File: config.mk
export PLATFORM = sky130hd
export DESIGN_NAME = alu4_reg
export DESIGN_NICKNAME = d
export VERILOG_FILES = /design/src/rtl/alu4_reg.sv
export SDC_FILE = /design/constraint.sdc
export NUM_CORES = 1
export LEC_CHECK = 0
export ABC_AREA = 1
export BUFFER_PORTS_ARGS = -buffer_cell sky130_fd_sc_hd__buf_2
export CORE_MARGIN = 5
export CORE_UTILIZATION = 45
export CTS_CLUSTER_DIAMETER = 60
export DETAILED_ROUTE_END_ITERATION = 10
export PLACE_DENSITY = 0.69
export SLEW_MARGIN = 20
export SYNTH_ARGS = -nofsm -noshare
export SYNTH_HDL_FRONTEND = slang
export SYNTH_SLANG_ARGS = --single-unit
File: constraint.sdc
create_clock -name clk -period 0.8 [get_ports clk]
set_input_delay 0.04 -clock clk [delete_from_list [all_inputs] [get_ports clk]]
set_output_delay 0.04 -clock clk [all_outputs]
set_load 0.005 [all_outputs]
File: src/rtl/alu4_reg.sv
// ---------------------------------------------------------------------------
// alu4_reg
//   Registered WIDTH-bit arithmetic/logic unit. The result word and a
//   signed-overflow flag are computed combinationally from A, B and Op and
//   captured on every rising clk edge. This gives one cycle of latency and
//   one operation per cycle, with no enable and no handshake.
//
// Ports
//   clk       in   1      rising-edge clock
//   rst_n     in   1      asynchronous active-low reset, clears both outputs
//   A         in   WIDTH  operand A (two's complement for ADD/SUB/SHL flag)
//   B         in   WIDTH  operand B (ignored by NOT/SHL/SHR)
//   Op        in   3      operation select
//                           000 ADD, 001 SUB, 010 AND, 011 OR,
//                           100 XOR, 101 NOT, 110 SHL, 111 SHR
//   ALU_out   out  WIDTH  registered result
//   overflow  out  1      registered signed-overflow flag
// ---------------------------------------------------------------------------
module alu4_reg #(
    parameter int WIDTH = 4
) (
    input  logic             clk,
    input  logic             rst_n,
    input  logic [WIDTH-1:0] A,
    input  logic [WIDTH-1:0] B,
    input  logic [2:0]       Op,
    output logic [WIDTH-1:0] ALU_out,
    output logic             overflow
);

    localparam int MSB = WIDTH - 1;

    localparam logic [2:0] OP_ADD = 3'b000;
    localparam logic [2:0] OP_SUB = 3'b001;
    localparam logic [2:0] OP_AND = 3'b010;
    localparam logic [2:0] OP_OR  = 3'b011;
    localparam logic [2:0] OP_XOR = 3'b100;
    localparam logic [2:0] OP_NOT = 3'b101;
    localparam logic [2:0] OP_SHL = 3'b110;
    localparam logic [2:0] OP_SHR = 3'b111;

    logic [WIDTH-1:0] sum;
    logic [WIDTH-1:0] diff;
    logic [WIDTH-1:0] result_d;
    logic             ovf_d;
    logic [WIDTH-1:0] result_q;
    logic             ovf_q;

    // Both are truncated to WIDTH bits, so carry and borrow out are dropped.
    assign sum  = A + B;
    assign diff = A - B;

    always_comb begin
        result_d = '0;
        ovf_d    = 1'b0;
        case (Op)
            OP_ADD: begin
                result_d = sum;
                // The operands have the same sign but the result has the other sign.
                ovf_d    = (A[MSB] == B[MSB]) && (sum[MSB] != A[MSB]);
            end
            OP_SUB: begin
                result_d = diff;
                // The operands have different signs and the result's sign differs from A's.
                ovf_d    = (A[MSB] != B[MSB]) && (diff[MSB] != A[MSB]);
            end
            OP_AND: result_d = A & B;
            OP_OR:  result_d = A | B;
            OP_XOR: result_d = A ^ B;
            OP_NOT: result_d = ~A;
            OP_SHL: begin
                result_d = {A[MSB-1:0], 1'b0};
                // Doubling changes the sign when the top two bits of A differ.
                ovf_d    = A[MSB] ^ A[MSB-1];
            end
            OP_SHR: result_d = {1'b0, A[MSB:1]};
            default: begin
                result_d = '0;
                ovf_d    = 1'b0;
            end
        endcase
    end

    always_ff @(posedge clk or negedge rst_n) begin
        if (!rst_n) begin
            result_q <= '0;
            ovf_q    <= 1'b0;
        end else begin
            result_q <= result_d;
            ovf_q    <= ovf_d;
        end
    end

    assign ALU_out  = result_q;
    assign overflow = ovf_q;

endmodule

# Word level (Yosys, flattened, before mapping)

Index checks and enable logic that the tools add are counted.

Add/sub/neg operators: 2
Equality and inequality tests: 11
Multiplexer cells: 2
Bitwise logic cells: 5
Reductions and logical operators: 3

Operators with widths:

| operator                                                              | number |
|---|---|
| 4-bit one-hot mux with 8 select lines                                 | 1 |
| 3-bit equality test, second input constant                            | 4 |
| 3-bit by 2-bit equality test with 1-bit output, second input constant | 2 |
| 4-bit adder                                                           | 1 |
| 4-bit bitwise AND                                                     | 1 |
| 4-bit inverter                                                        | 1 |
| 4-bit bitwise OR                                                      | 1 |
| 4-bit subtractor                                                      | 1 |
| 4-bit bitwise XOR                                                     | 1 |
| 3-bit by 1-bit equality test with 1-bit output, second input constant | 1 |
| 3-bit logical NOT                                                     | 1 |
| 1-bit != test                                                         | 3 |
| 1-bit one-hot mux with 3 select lines                                 | 1 |
| 1-bit logical AND                                                     | 2 |
| 1-bit equality test                                                   | 1 |
| 1-bit bitwise XOR                                                     | 1 |

Register bits: 5
Input bits: 13
Logic and storage cells: 25

# Depth between registers and ports, before layout

Gate-level depths: netlist of the first run.

Depth in word-level cells: 4
Mapped depth: 11

# Worst setup path after synthesis of the first run

No wires, ideal clock.

Path type: input-to-reg
From: in A[0]
To: reg result_q[2] (netlist: ALU_out[2])
Setup time: 125 ps
Data arrival time: 1024 ps
Path slack: -349 ps
Stages: 8
Cells stage by stage: inv_1 -> ha_1 -> inv_1 -> fa_1 -> xor2_1 -> nor2_1 -> nor2_1 -> nand3_1

Cells in the longest elaborated chain, start to end: 2
Elaborated cells between the ends (all ways): 3

Ends and longest elaborated chain:

| item                                                   | RTL line | RTL |
|---|---|---|
| from (decl)                                            | 24       | `input logic [WIDTH-1:0] A,` |
| 4-bit subtractor / 4-bit adder (equally long branches) | 51, 50   |  |
| 4-bit one-hot mux with 8 select lines (*)              | 56       | `case (Op)` |
| via result_d[2]                                        | 44       | `logic [WIDTH-1:0] result_d;` |
| to (signal assigned)                                   | 89       | `result_q <= result_d;` |
| to (decl)                                              | 46       | `logic [WIDTH-1:0] result_q;` |

The timed path passes the listed nets; every way through them passes the cells marked *.

# Worst setup path after layout of the first run

From: in A[0]
To: reg result_q[1] (netlist: ALU_out[1])

The elaborated chain is that of the path after synthesis.

==> key figures, run 1 <==
Outcome
  • Status: complete, but fails checks
  • Failing checks: setup timing

Synth
  • Yosys Warn Count: 0
  • Mapped Cells: 118
  • Synthesized area: 773 µm²
  • #FFs+latches synth: 5
  • Sequential area share after synthesis: 0.162
  • Cell taking the most area after synthesis: ha_1
  • Top cells by count, synth: inv_1, nand2_1, nor2_1
  • EDFF count, synth: 0
  • Most instantiated library cell after synthesis: inv_1
  • Area share of the largest cell type after synthesis: 0.178
  • Most used flip-flop cell after synthesis: dfrtp_1
  • Syn avg cell area: 6.55 µm²
  • Syn nets: 144
  • Post-synthesis cell type count: 23
  • Asr flop ratio synth: 1.00
  • Synth top area cells: ha_1, dfrtp_1, inv_1

Worst setup path
  • Most frequent CP cell: nor2_1
  • Setup crit end kind: flip-flop
  • Crit start category: input pin
  • Critical path's largest stage delay: 0.44 ns
  • Worst Path Arrival: 1.08 ns
  • CP delay by family, top: adder cells
  • Setup CP Type: input pin to flip-flop
  • CP max FO: 2
  • Worst path depth: 9
  • Slowest CP cell: fa_2
  • WP data required: 0.91 ns
  • CP bufs+invs: 4
  • Cells along the critical path: buf_12 > inv_16 > ha_4 > inv_4 > fa_2 > inv_2 > nor2_1 > nor2_1 > nand3_1

Power
  • Max VDD drop: 0.478 mV
  • NetSw: 445 µW
  • Combinational Power Share: 0.513
  • Leakage: about 0.00062 µW
  • Clock share of power: 0.247
  • Internal power component: 774 µW
  • Sequential Power Share: 0.239
  • Power per cell area: 997 mW/mm²
  • Sw frac: 0.365

Clock network
  • Clk slew on worst S/H paths: 0.05 ns
  • Clock tree from TritonCTS: done
  • Clock tree buffer depth: 2
  • # clock sinks: 5
  • H-tree Lvls: 1
  • CTS buffer count: 3
  • CTS root buf: clkbuf_4

STA
  • Final WS setup: -0.174 ns
  • Upper clock frequency limit: 1.03 GHz
  • Hold_ws: 0.133 ns
  • Max_slew headroom: 0.822
  • Final Cycle Share: 1.22
  • Setup TNS: -0.501 ns
  • Min Tclk post-route: 0.974 ns
  • Max Slew Vio Count: 0
  • RSZ-0062 raised after global routing: yes
  • # setup viols final: 4
  • Final Hold Fails: 0
  • Worst-margin pin slew: between 0.2 and 0.3 ns

Die
  • Die area: between 0.002 and 0.003 mm²
  • Die X: 51.5 µm
  • Area of the core: 0.00167 mm²
  • Ports: 18
  • Initial Utilization: 0.463
  • Vert. Die Dim: just over 50 µm
  • FP Rows: 15

Global route
  • Global route overflow: 0
  • First-pass GRT wire length: about 3800 µm
  • Initial antenna violation count: 0
  • Vias in the first global route: 859
  • GRT Total Usage: 0.193
  • Largest net degree at the start of global routing: 9

Route
  • Via density: 5.27
  • ANT nets after route: 0
  • Post-detailed-routing wire length: 2190 µm
  • Router iterations before antenna repair: 4
  • Drt initial violations: 23
  • DR DRC count: 0
  • Vias: 927
  • Routed WL per cell: 12.4 µm

Layout
  • Antenna cells: 0
  • Layout cells sized above 1: 0.465
  • Multi-input logic area: 627 µm²
  • Fillers: around 130
  • Final #Nets: 186
  • Layout area overhead: 58.1%
  • FF/Latch Area: 125 µm²

Placed design
  • Count of input and output buffers: 17
  • GP Congestion: 0.847
  • Final HPWL DP: 1790 µm

Min path
  • Worst min-delay path category: input pin to async pin

Job
  • Number of max-cap violations: 0
-- layout make-up --
| type | instances | share of cell area |
|---|---|---|
| sequential | 5 | 0.102 |
| clock buffer | 4 | 0.0215 |
| tap | 17 | 0.0174 |
| multi-input combinational | 85 | 0.513 |
| inverter | 25 | 0.0972 |
| timing repair buffer | 40 | 0.249 |
-- stage by stage --
stage	util	std cells	instance area (µm²)	power, µW	setup WS (ns)
after floorplan	-	118	850	600	-0.232
after global placement	0.656	170	1100	817	-0.490
after detailed placement	0.656	170	1100	835	-0.554
after CTS	0.706	175	1180	1180	-0.183
after global routing	0.732	176	1220	1320	-0.203
final	0.732	176	1220	1220	-0.174
-- layer usage --
metal | track usage | part of all wire
met1 | 0.236 | 0.39
met2 | 0.320 | 0.48
met3 | 0.0233 | 0.069
met4 | 0.114 | 0.060
met5 | 0 | 0
-- worst max-delay path by stage --
stage | start | to | slack (ns)
2_1_floorplan | A[0] | ALU_out[1]$_DFF_PN0_ | -0.23
3_3_place_gp | A[0] | ALU_out[1]$_DFF_PN0_ | -0.49
3_5_place_dp | A[0] | ALU_out[1]$_DFF_PN0_ | -0.55
4_1_cts | A[0] | ALU_out[1]$_DFF_PN0_ | -0.18
5_1_grt | A[0] | ALU_out[1]$_DFF_PN0_ | -0.20
6_report | A[0] | ALU_out[1]$_DFF_PN0_ | -0.17
-- sequential cells by signal, indices dropped and copies added, names as in the netlist --
| register | flops |
|---|---|
| overflow | 1 |
| ALU_out | 4 |
-- cells in the final DEF, fill, tap and decap left out, types with 4 or more instances in the layout --
cell type and count:
ha_4 4, nor2_1 15, o21ai_0 4, inv_1 13, buf_2 14, ha_1 6, buf_4 21, nand2_2 5
nand3_1 12, inv_2 8, dfrtp_1 5, nand2_1 13
-- power groups by stage --
stage	Combinational, µW	Sequential [µW]	Clock [µW]
6_report	626	292	301
5_1_grt	693	294	337
4_1_cts	577	292	311
3_5_place_dp	539	296	0
3_3_place_gp	521	296	0
2_1_floorplan	297	303	0
-- repair_timing --
| item | 4_1_cts | 5_1_grt |
|---|---|---|
| pin swaps | 13 | 8 |
| endpoints found under the setup margin | 5 | 4 |
| buffers inserted | 0 | 1 |
| gates resized for setup | 14 | 12 |
| hold buffers | 1 | 0 |
| endpoints found under the hold margin | 5 | 0 |
-- kinds of logic (layout without fill, tap and decap cells) --
group	count (synthesis)	in the layout	synth area share
adder cells (fa/ha/maj)	13	13	0.230
flip-flops	5	5	0.162
XOR/XNOR	2	2	0.0227
AND/OR/NAND/NOR	59	59	0.348
AO/OA/AOI/OAI	11	11	0.0793
buffers and inverters	28	69	0.159
No activity file was read; power rests on OpenSTA's default activity.
==> run 2: changes to the inputs <==
--- a/config.mk
+++ b/config.mk
@@ -5,13 +5,12 @@
 export SDC_FILE = /design/constraint.sdc
 export NUM_CORES = 1
 export LEC_CHECK = 0
-export ABC_AREA = 1
 export BUFFER_PORTS_ARGS = -buffer_cell sky130_fd_sc_hd__buf_2
 export CORE_MARGIN = 5
 export CORE_UTILIZATION = 45
 export CTS_CLUSTER_DIAMETER = 60
 export DETAILED_ROUTE_END_ITERATION = 10
-export PLACE_DENSITY = 0.69
+export PLACE_DENSITY = 0.68
 export SLEW_MARGIN = 20
 export SYNTH_ARGS = -nofsm -noshare
 export SYNTH_HDL_FRONTEND = slang
==> key figures, run 2 <==
Outcome
  • Status: complete, but fails checks
  • Failing checks: setup timing

Synth
  • Syn avg cell area: 8.72 µm² (+33%)
  • Post-synthesis cell type count: 37 (+61%)
  • Mapped Cells: 90 (-24%)
  • Most instantiated library cell after synthesis: inv_1
  • Synth top area cells: ha_1, dfrtp_1, inv_1
  • Most used flip-flop cell after synthesis: dfrtp_1
  • Sequential area share after synthesis: 0.159 (-0.00232)
  • Synthesized area: 785 µm² (+1.5%)
  • #FFs+latches synth: 5 (unchanged)
  • Top cells by count, synth: inv_1, ha_1, a21oi_1
  • Yosys Warn Count: 0 (unchanged)
  • Cell taking the most area after synthesis: ha_1
  • Syn nets: 116 (-19%)
  • Asr flop ratio synth: 1.00 (unchanged)
  • Area share of the largest cell type after synthesis: 0.175 (-0.00255)
  • EDFF count, synth: 0 (unchanged)

Worst setup path
  • Setup crit end kind: flip-flop
  • Critical path's largest stage delay: 0.52 ns (+0.08 ns)
  • Crit start category: input pin
  • Worst path depth: 9 (unchanged)
  • WP data required: 0.96 ns (+0.05 ns)
  • CP delay by family, top: adder cells
  • Slowest CP cell: fa_2
  • Setup CP Type: input pin to flip-flop
  • Cells along the critical path: buf_6 > inv_4 > ha_4 > inv_2 > fa_2 > inv_2 > a221oi_2 > a221oi_2 > a21oi_2
  • CP max FO: 2 (unchanged)
  • CP bufs+invs: 4 (unchanged)
  • Critical Path End: ALU_out[1]$_DFF_PN0_
  • Worst Path Arrival: 1.35 ns (+0.27 ns)
  • Critical Path Start: A[0]

Layout
  • Final #Nets: 164 (-12%)
  • Commonest non-fill, non-tap cell in the layout: buf_4
  • Layout cells sized above 1: 0.577 (+0.111)
  • Largest register FFs: 4 (unchanged)
  • Layout area overhead: 56.5%
  • Antenna cells: 0 (unchanged)
  • Most frequent cells in the layout: buf_4, buf_2, inv_1

Route
  • Drt initial violations: 15 (-35%)
  • DR DRC count: 0 (unchanged)
  • Router iterations before antenna repair: 4 (unchanged)
  • ANT nets after route: 0 (unchanged)
  • Vias: 819 (-12%)
  • Post-detailed-routing wire length: 2080 µm (-5.0%)
  • Via density: 5.32 (+0.97%)
  • Routed WL per cell: 13.5 µm (+8.5%)

Power
  • Max VDD drop: 0.525 mV (+9.7%)
  • Total Power: 1240 µW (+1.6%)
  • Power per cell area: 1010 mW/mm² (+1.2%)
  • Leakage: 0.000582 µW (-6.5%)

STA
  • # setup viols final: 5 (+1)
  • Min Tclk post-route: 1.18 ns (+0.210 ns)
  • Max Slew Vio Count: 0 (unchanged)
  • Worst-margin pin slew: 0.337 ns (+0.0719 ns)
  • Final WS setup: -0.384 ns (-0.210 ns)
  • Upper clock frequency limit: 0.845 GHz (-18%)
  • Final Cycle Share: 1.48 (+0.262)
  • Final Hold Fails: 0 (unchanged)
  • RSZ-0062 raised after global routing: yes
  • Max_slew headroom: 0.773 (-0.0495)

Clock network
  • Clock tree buffer depth: 2 (unchanged)
  • CTS buffer count: 3 (unchanged)
  • Clk slew on worst S/H paths: 0.05 ns (about the same)
  • Clock tree from TritonCTS: done
  • # clock sinks: 5 (unchanged)
  • H-tree Lvls: 1 (unchanged)
  • CTS root buf: clkbuf_4

Placed design
  • Count of input and output buffers: 17 (unchanged)
  • GP Congestion: 0.797 (-6.0%)
  • Place WS: -0.638 ns (-0.0842 ns)
  • Final HPWL DP: 1690 µm (-5.6%)

Die
  • Initial Utilization: 0.464 (+0.00152)
  • Ports: 18 (unchanged)
  • FP Rows: 15 (unchanged)
  • Area of the core: 0.00169 mm² (+1.1%)
  • Vert. Die Dim: 51.8 µm (+0.59%)
  • Die area: 0.00268 mm² (+1.2%)
  • Die X: 51.8 µm (+0.59%)

Global route
  • GRT Total Usage: 0.182 (-0.0107)
  • Initial antenna violation count: 0 (unchanged)
  • Largest net degree at the start of global routing: 12 (+3)
  • First-pass GRT wire length: 3710 µm (-3.2%)
  • Vias in the first global route: 895 (+4.2%)
  • Global route overflow: 0 (unchanged)

Min path
  • Worst min-delay path category: input pin to async pin

Job
  • Number of max-cap violations: 0 (unchanged)
run 2: cell types whose count changed after synthesis, sizes merged, moves of 2 or more:
cell | previous run | this run
nand4 | 3 | 1
a221oi | 0 | 3
buf | 3 | 5
inv | 25 | 14
nand2b | 0 | 2
nand2 | 20 | 6
o22ai | 2 | 0
o21ai | 6 | 2
a31oi | 0 | 2
a21oi | 2 | 6
nand3 | 15 | 3
a22o | 0 | 2
nor2 | 17 | 5
run 2: logic make-up (layout without fill, tap and decap cells):
kind of cell,after synthesis,in the layout,share of synthesized area
buf+inv,19,66,0.134
mux,2,2,0.0415
xor+xnor,3,3,0.0335
simple gates,23,23,0.156
compound gates,25,25,0.249
flops,5,5,0.159
fa+ha+maj,13,13,0.226
run 2: where the power goes:
group	total (µW)	internal, µW	leakage (µW)	switching (µW)
logic	659	343	0.000507	316
registers	292	286	0.0000601	6.69
clock network	287	188	0.0000150	98.5
total	1240	817	0.000582	421
run 2: cell type report:
cell class,instances,area [µm²]
multi-input combinational,66,659
fill,121,462
timing repair buffer,48,337
sequential,5,125
inverter,14,58.8
clock buffer,4,26.3
tap,17,21.3
run 2: worst min-delay path by stage:
stage / slack [ns] / depth (start not counted) / to / start
final: 0.15 / 2 / ALU_out[1]$_DFF_PN0_ / rst_n
after global routing: 0.17 / 2 / ALU_out[0]$_DFF_PN0_ / rst_n
after CTS: 0.14 / 2 / ALU_out[2]$_DFF_PN0_ / rst_n
after detailed placement: -0.14 / 1 / ALU_out[1]$_DFF_PN0_ / rst_n
after global placement: -0.15 / 1 / ALU_out[2]$_DFF_PN0_ / rst_n
after floorplan: -0.26 / 0 / ALU_out[0]$_DFF_PN0_ / rst_n
run 2: through the flow:
step	instance area [µm²]	std cells	util	hold slack (ns)	setup TNS (ns)
2_1_floorplan	855	90	-	-0.256	-1.41
3_3_place_gp	1110	146	0.658	-0.146	-2.48
3_5_place_dp	1110	146	0.658	-0.143	-2.65
4_1_cts	1200	153	0.711	0.142	-1.22
5_1_grt	1230	154	0.727	0.170	-1.71
6_report	1230	154	0.727	0.146	-1.33
run 2: layer usage:
metal / up-vias / part of all wire / GRT usage / wire length [µm]
met4: 0 / 0.016 / 0.0786 / 33
met1: 384 / 0.43 / 0.208 / 887
li1: 409 / - / - / -
met3: 4 / 0.036 / 0.0115 / 74
met2: 22 / 0.52 / 0.343 / 1080
met5: - / 0 / 0 / 0
run 2: repair_timing:
action	in CTS	in global routing
hold buffers	1	0
resized for setup	11	5
pin swaps	9	6
endpoints found under the hold margin	5	0
buffers inserted	2	1
setup endpoints to repair	5	5
==> run 3: changes to the inputs <==
--- a/config.mk
+++ b/config.mk
@@ -8,6 +8,7 @@
 export BUFFER_PORTS_ARGS = -buffer_cell sky130_fd_sc_hd__buf_2
 export CORE_MARGIN = 5
 export CORE_UTILIZATION = 45
+export CTS_BUF_LIST = sky130_fd_sc_hd__clkbuf_4
 export CTS_CLUSTER_DIAMETER = 60
 export DETAILED_ROUTE_END_ITERATION = 10
 export PLACE_DENSITY = 0.68
==> key figures, run 3 (synthesis results as in run 2) <==
Outcome
  • Status: complete, but fails checks
  • Failing checks: setup timing

Worst setup path
  • Critical path's largest stage delay: 0.52 ns (about the same)
  • CP bufs+invs: 4 (unchanged)
  • CP max FO: 2 (unchanged)
  • Cells along the critical path: buf_6 > inv_4 > ha_4 > inv_2 > fa_2 > inv_2 > a221oi_2 > a221oi_2 > a21oi_2
  • Slowest CP cell: fa_2
  • Worst Path Arrival: 1.35 ns (about the same)
  • Setup CP Type: input pin to flip-flop
  • CP delay by family, top: adder cells
  • Setup crit end kind: flip-flop
  • Crit start category: input pin
  • WP data required: 0.96 ns (about the same)

Clock network
  • Clock tree from TritonCTS: done
  • H-tree Lvls: 1 (unchanged)
  • Clock tree buffer depth: 2 (unchanged)
  • # clock sinks: 5 (unchanged)
  • CTS buffer count: 3 (unchanged)
  • Clk slew on worst S/H paths: 0.05 ns (about the same)
  • CTS root buf: clkbuf_4

Die
  • Ports: 18 (unchanged)
  • Initial Utilization: 0.464 (unchanged)
  • Die area: 0.00268 mm² (unchanged)
  • Vert. Die Dim: 51.8 µm (unchanged)
  • FP Rows: 15 (unchanged)
  • Die X: 51.8 µm (unchanged)
  • Area of the core: 0.00169 mm² (unchanged)

Placed design
  • Placed insts: 146 (unchanged)
  • Final HPWL DP: 1690 µm (unchanged)
  • Place WS: -0.638 ns (unchanged)
  • GP Congestion: 0.797 (unchanged)
  • Count of input and output buffers: 17 (unchanged)

Route
  • ANT nets after route: 0 (unchanged)
  • Drt initial violations: 15 (unchanged)
  • Routed WL per cell: 13.5 µm (unchanged)
  • Router iterations before antenna repair: 4 (unchanged)
  • Post-detailed-routing wire length: 2080 µm (unchanged)
  • Vias: 817 (-0.24%)
  • Via density: 5.31 (-0.24%)
  • DR DRC count: 0 (unchanged)

STA
  • Final WS setup: -0.383 ns (+0.000942 ns)
  • Setup TNS: -1.33 ns (+0.0000200 ns)
  • Upper clock frequency limit: 0.846 GHz (about the same)
  • Min Tclk post-route: 1.18 ns (-0.000942 ns)
  • Max Slew Vio Count: 0 (unchanged)
  • Max_slew headroom: 0.773 (about the same)
  • Final Cycle Share: 1.48 (about the same)
  • RSZ-0062 raised after global routing: yes
  • # setup viols final: 5 (unchanged)
  • Worst-margin pin slew: 0.337 ns (-0.000106 ns)
  • Final Hold Fails: 0 (unchanged)

Global route
  • Vias in the first global route: 895 (unchanged)
  • Initial antenna violation count: 0 (unchanged)
  • First-pass GRT wire length: 3710 µm (unchanged)
  • Largest net degree at the start of global routing: 12 (unchanged)
  • GRT Total Usage: 0.182 (unchanged)
  • Global route overflow: 0 (unchanged)

Power
  • Max VDD drop: 0.525 mV (about the same)
  • Total Power: 1270 µW (+2.7%)
  • Leakage: 0.000585 µW (+0.59%)
  • Power per cell area: 1030 mW/mm² (+2.4%)

Layout
  • Post-Layout Cell Count: 154 (unchanged)
  • Final #Nets: 164 (unchanged)
  • Layout cells sized above 1: 0.584 (+0.00730)
  • FF/Latch Area: 125 µm² (unchanged)
  • Layout area overhead: 56.9%
  • Fillers: 121 (unchanged)
  • Multi-input logic area: 659 µm² (unchanged)
  • Largest register FFs: 4 (unchanged)
  • Antenna cells: 0 (unchanged)
  • Commonest non-fill, non-tap cell in the layout: buf_4
  • Most frequent cells in the layout: buf_4, buf_2, inv_1

Job
  • Number of max-cap violations: 0 (unchanged)

Min path
  • Worst min-delay path category: input pin to async pin
## run 3: cell types whose count changed in the layout (fill, tap and decap cells not counted)
| cell | previous run | this run |
|---|---|---|
| clkbuf_1 | 1 | 0 |
| clkbuf_4 | 3 | 4 |
## run 3: per-layer routing
metal,up-vias,routed length (µm),track usage,share of wire
met1,383,893,0.208,0.43
met2,20,1080,0.343,0.52
met3,4,71,0.0115,0.034
li1,410,-,-,-
met5,-,0,0,0
met4,0,33,0.0786,0.016
## run 3: layout make-up
| type | count | share of cell area |
|---|---|---|
| clock buffer | 4 | 0.0244 |
| inverter | 14 | 0.0478 |
| multi-input combinational | 66 | 0.536 |
| sequential | 5 | 0.102 |
| tap | 17 | 0.0173 |
| timing repair buffer | 48 | 0.273 |
## run 3: report_power, final
part | internal, µW | switching [µW] | leakage (µW)
logic | 343 | 316 | 0.000507
registers | 286 | 6.69 | 0.0000601
clock network | 222 | 97.9 | 0.0000184
## run 3: per-stage QoR
stage                     area (µm²)   util  hold slack, ns
after global routing            1230  0.729           0.170
after detailed placement        1110  0.658          -0.143
final                           1230  0.729           0.147
after floorplan                  855      -          -0.256
after CTS                       1200  0.713           0.142
after global placement          1110  0.658          -0.146
## run 3: worst paths after layout
path / startpoint / endpoint / slack, ns / cells after the start
min in group clk: Op[1] / ALU_out[0]$_DFF_PN0_ / 0.27 / 3
hold / removal: rst_n / ALU_out[0]$_DFF_PN0_ / 0.15 / 2
max in group asynchronous: rst_n / ALU_out[3]$_DFF_PN0_ / 0.52 / 2
setup / recovery: A[0] / ALU_out[1]$_DFF_PN0_ / -0.38 / 9
## run 3: repair_timing
| item | 4_1_cts | 5_1_grt |
|---|---|---|
| buffers inserted | 2 | 1 |
| resized for setup | 11 | 5 |
| hold buffers | 1 | 0 |
| endpoints found under the setup margin | 5 | 5 |
| endpoints found under the hold margin | 5 | 0 |
| pin swaps | 9 | 6 |
